$ cat src/rtl/sram_scan_ctrl.sv
// sram_scan_ctrl: dual-port RAM with a self-timed read-address scanner.
// A free-running write port fills the array; the read address sweeps up/down
// on a divider tick, steps on a synchronised button edge, or holds. Read data
// is registered with a write-first bypass, and a valid strobe marks the first
// cycle that rd_data reflects a new rd_addr.
module sram_scan_ctrl #(
   parameter int DATA_W = 4,
   parameter int ADDR_W = 5,
   parameter int DIV_W  = 25
) (
   input  logic              clk,
   input  logic              rst,
   input  logic              we,
   input  logic [ADDR_W-1:0] wr_addr,
   input  logic [DATA_W-1:0] wr_data,
   input  logic [1:0]        mode,
   input  logic              step,
   input  logic              clr,
   output logic [ADDR_W-1:0] rd_addr,
   output logic [DATA_W-1:0] rd_data,
   output logic              rd_valid,
   output logic              tick
);

   typedef enum logic [1:0] {
      MODE_UP     = 2'b00,
      MODE_DOWN   = 2'b01,
      MODE_MANUAL = 2'b10,
      MODE_HOLD   = 2'b11
   } scan_mode_e;

   scan_mode_e        scan_mode;
   logic [DATA_W-1:0] mem [2**ADDR_W];
   logic [DIV_W-1:0]  div;
   logic              step_s1;
   logic              step_s2;
   logic              step_d;
   logic              step_pulse;
   logic [ADDR_W-1:0] addr_nxt;
   logic              addr_chg;

   assign scan_mode = scan_mode_e'(mode);
   assign tick      = &div;

   // Free-running scan divider; clr realigns it so the next tick is a full period away.
   always_ff @(posedge clk or posedge rst) begin
      if (rst) begin
         div <= '0;
      end else if (clr) begin
         div <= '0;
      end else begin
         div <= div + DIV_W'(1);
      end
   end

   // Two-flop synchroniser, edge-detect history and registered step pulse.
   // The pulse is registered so a press sampled at edge N advances at N+3.
   always_ff @(posedge clk or posedge rst) begin
      if (rst) begin
         step_s1    <= 1'b0;
         step_s2    <= 1'b0;
         step_d     <= 1'b0;
         step_pulse <= 1'b0;
      end else begin
         step_s1    <= step;
         step_s2    <= step_s1;
         step_d     <= step_s2;
         step_pulse <= step_s2 & ~step_d;
      end
   end

   // Next read address: clr wins, otherwise advance according to the scan mode.
   always_comb begin
      addr_nxt = rd_addr;
      if (clr) begin
         addr_nxt = '0;
      end else begin
         case (scan_mode)
            MODE_UP:     if (tick)       addr_nxt = rd_addr + ADDR_W'(1);
            MODE_DOWN:   if (tick)       addr_nxt = rd_addr - ADDR_W'(1);
            MODE_MANUAL: if (step_pulse) addr_nxt = rd_addr + ADDR_W'(1);
            default:                     addr_nxt = rd_addr;
         endcase
      end
   end

   // Read address register; a change is flagged so rd_valid lines up with rd_data.
   always_ff @(posedge clk or posedge rst) begin
      if (rst) begin
         rd_addr  <= '0;
         addr_chg <= 1'b0;
         rd_valid <= 1'b0;
      end else begin
         rd_addr  <= addr_nxt;
         addr_chg <= (addr_nxt != rd_addr);
         rd_valid <= addr_chg;
      end
   end

   // RAM write port; contents survive reset.
   always_ff @(posedge clk) begin
      if (we) begin
         mem[wr_addr] <= wr_data;
      end
   end

   // Registered read with write-first bypass on an address collision.
   always_ff @(posedge clk or posedge rst) begin
      if (rst) begin
         rd_data <= '0;
      end else if (we && (wr_addr == rd_addr)) begin
         rd_data <= wr_data;
      end else begin
         rd_data <= mem[rd_addr];
      end
   end

endmodule

$ cat config.mk
export PLATFORM = sky130hd
export DESIGN_NAME = sram_scan_ctrl
export DESIGN_NICKNAME = d
export VERILOG_FILES = /design/src/rtl/sram_scan_ctrl.sv
export SDC_FILE = /design/constraint.sdc
export NUM_CORES = 1
export LEC_CHECK = 0
export BUFFER_PORTS_ARGS = -buffer_cell sky130_fd_sc_hd__buf_2
export CAP_MARGIN = 5
export CELL_PAD_IN_SITES_DETAIL_PLACEMENT = 0
export CELL_PAD_IN_SITES_GLOBAL_PLACEMENT = 1
export CORE_MARGIN = 5
export CORE_UTILIZATION = 45
export CTS_CLUSTER_DIAMETER = 150
export CTS_CLUSTER_SIZE = 20
export DETAILED_ROUTE_END_ITERATION = 12
export PLACE_DENSITY_LB_ADDON = 0.1
export SYNTH_ARGS = -nofsm -noshare
export SYNTH_HDL_FRONTEND = slang
export SYNTH_SLANG_ARGS = --single-unit
$ cat constraint.sdc
create_clock -name clk -period 1.85 [get_ports clk]
set_input_delay 0.185 -clock clk [delete_from_list [all_inputs] [get_ports clk]]
set_output_delay 0.185 -clock clk [all_outputs]
set_load 0.05 [all_outputs]
==> results.ini <==
[setup_path]
crit_required_ps = 1660
critPathLaunchType = flop
crit_arrival_ps = 1770
worstSetupPathType = flop to output port
reg2reg_from = rd_addr[0]$_DFF_PP0_
r2r_end = rd_data[3]$_DFF_PP0_
crit_path_end_kind = output port
critPathBufInv = 3
path_cells = nand4_1 -> nor4_4 -> buf_4 -> buf_6 -> and2_4 -> buf_8
ff2ff_setup_slack_ps = -10
ff2ff_path_depth = 6
path_delay_family = simple AND/OR/NAND/NOR gates
worst_path_max_delay_cell = dfrtp_1
slowest_delay_ps = 360
cp_max_fo = 2

[synth]
ys_async_sr_fraction = 0.238
synth_top_cell_by_area = edfxtp_1
synthDistinctLibCells = 53
netlist_area_sq_um = 7220
avgSynthCellArea_sq_um = 15.4
yosys_warnings = 0
synth_ff_type = edfxtp_1
netlist.area_leader.share = 0.532
synth_edf_count = 128
synthTopCellsByCount = 128 x edfxtp_1, 68 x nor2_1, 40 x dfrtp_1
synth_most_common_cell = edfxtp_1
syn_inst = 470
seq_area_frac_synth = 0.671
syn_nets = 489
synth_seq_cells = 168
synthTopCellsByArea = edfxtp_1 53%, dfrtp_1 14%, mux4_2 10%

[floorplan]
die_x_microns = 137
io-pin-count = 27
die-area_sq_um = 18700
row_count = 46
core-area_sq_um = 15800
start_util = 0.456
dieHeight_microns = 137

[sta]
rsz0062_at_grt = yes
setup_viol_count_final = 2
slew_headroom = 0.552
finalSetupTns_ps = -117
fin_crit_ps = 1960
fin_crit_sh = 1.06
skew_ps = 8.43
timing.fmax_mhz = 511
finalWorstSetupSlack_ps = -108
maxSlewViolCount = 0
final_hold_viol_count = 0
tightest_slew_ps = 672

[clocking]
numCtsBuffers = 17
clock_path_buffers = 2
clock_latency_ps = 420
cts_root_buf = clkbuf_16
cts_htree_levels = 4
clock_sinks = 168
clk_pin_slew_ps = 60
cts_tree = done

[finish]
nNetsFinal = 598
n_fill_cell = 1279
seqCellArea_sq_um = 4850
multiInputGateArea_sq_um = 2380
syn2layout_area_growth_pct = 24.6
fin_util = 0.569
layout-drive-gt1-share = 0.359
n_antenna_cell = 0

[detailed_routing]
viasPerCell = 5.34
drc = 0
vias = 4306
dr.pass1.iters = 4
drt_iter0_drc = 286
wire_per_inst_microns = 19.8
drt-total-wl_mm = 16.0
postRouteAntennaNets = 0

[global_routing]
grt_start_max_net_pins = 41
grt_overflow = 0
grt-busiest-layer = met2
grt_pass1_wl_mm = 25.3
use_met1 = 0.255
antenna_found_initial = 0
grt_usage = 0.184
met3_usage = 0.0404
grt_util_met2 = 0.297
grt_pass1_vias = 4449

[outcome]
violations = negative setup slack
outcome = finished, violations left

[worst_hold_path]
holdPathEnd = rd_addr[1]$_DFF_PP0_
hold_path_startpoint = clr
min_path_cells = 4
hp-class = primary input to flop

[pwr]
power.static_leakage_nw = 3.29
power_density_nw_per_um2 = 903
peakVddDrop_mv = 0.630

[placement]
gp_congestion = 0.813
port_buffers = 26
dp_hpwl_mm = 10.7

[run]
drv_cap = 0

==> worst max-delay path by stage <==
| stage | from | end | cells after the start |
|---|---|---|---|
| final | div[17]$_DFF_PP0_ | tick | 6 |
| after global routing | div[18]$_DFF_PP0_ | tick | 6 |
| after CTS | div[18]$_DFF_PP0_ | tick | 6 |
| after detailed placement | rd_addr[0]$_DFF_PP0_ | rd_data[0]$_DFF_PP0_ | 5 |
| after global placement | rd_addr[0]$_DFF_PP0_ | rd_data[2]$_DFF_PP0_ | 5 |
| after floorplan | rd_addr[0]$_DFF_PP0_ | rd_data[2]$_DFF_PP0_ | 7 |
==> worst reg2reg max path: cells and delay by family (launching register included) <==
| family | cells | cell delay (ps) |
|---|---|---|
| AOI/OAI and AO/OA | 2 | 320 |
| buffers and inverters | 1 | 150 |
| DFF | 1 | 400 |
| muxes | 2 | 810 |
| and+or+nand+nor | 1 | 60 |
==> final cells by class <==
type	count	share of cell area
clock inverters	11	0.0165
inverters	5	0.00264
clock buffers	19	0.0481
well taps	216	0.0300
flip-flops and latches	168	0.538
multi-input cells	272	0.265
repair buffers	115	0.0996
==> cell families (layout without fill, tap and decap cells) <==
group,Yosys count,after routing,synth area share
XOR/XNOR,28,28,0.0339
buffers and inverters,30,150,0.0201
multiplexers,39,39,0.110
adder cells (fa/ha/maj),3,3,0.00520
AND/OR/NAND/NOR,166,166,0.126
AO/OA/AOI/OAI,36,36,0.0348
flip-flops,168,168,0.671
==> sequential cells by signal (all words and copies together), names as in the netlist <==
register	cells
rd_addr	5
div	25
step_d	1
mem	128
step_s1	1
addr_chg	1
step_pulse	1
step_s2	1
rd_data	4
rd_valid	1
==> per-layer routing <==
metal,part of all wire,up-vias
li1,-,2015
met1,0.45,2179
met2,0.49,103
met3,0.046,9
met4,0.0079,0
met5,0,-
==> report_power, final <==
part           internal, W  total [W]  switching [W]
clock network      0.00211    0.00353        0.00142
logic             0.000175   0.000448       0.000273
registers          0.00412    0.00415      0.0000295
==> placed cells by master (no fill, tap or decap), types with 3 or more instances in the layout <==
cell type and n:
a211oi_1 3, a21oi_1 5, a21oi_2 3, a22o_1 3, and3_1 4, buf_12 4
buf_2 25, buf_4 75, buf_6 7, bufinv_16 3, clkbuf_16 17, dfrtp_1 37
dfrtp_2 3, edfxtp_1 128, inv_1 3, inv_6 3, mux2i_1 5, mux4_2 32
nand2_1 14, nand3_1 16, nand3_2 4, nand3b_1 9, nand4_1 8, nor2_1 68
nor2b_1 6, nor3_1 6, nor3_2 3, nor4_4 3, o22ai_1 4, or3_1 5
xnor2_1 11, xor2_1 17
==> through the flow <==
| step | instance area (sq um) | hold WS [ps] | std cells | power [W] | setup slack [ps] |
|---|---|---|---|---|---|
| after floorplan | 7300 | 216 | 470 | 0.00446 | -145 |
| after global placement | 8090 | 306 | 757 | 0.00464 | -136 |
| after detailed placement | 8090 | 305 | 757 | 0.00465 | -167 |
| after CTS | 8880 | 124 | 804 | 0.00818 | -137 |
| after global routing | 9000 | 152 | 806 | 0.00839 | -216 |
| final | 9000 | 131 | 806 | 0.00813 | -108 |
==> timing repair <==
action	4_1_cts	5_1_grt
setup buffers	15	3
pin swaps	8	9
hold buffers	2	0
gates cloned	0	0
gates resized for setup	21	22
hold endpoints to repair	41	0
setup endpoints to repair	10	14
Note: power is estimated with default switching activity, not from simulation.
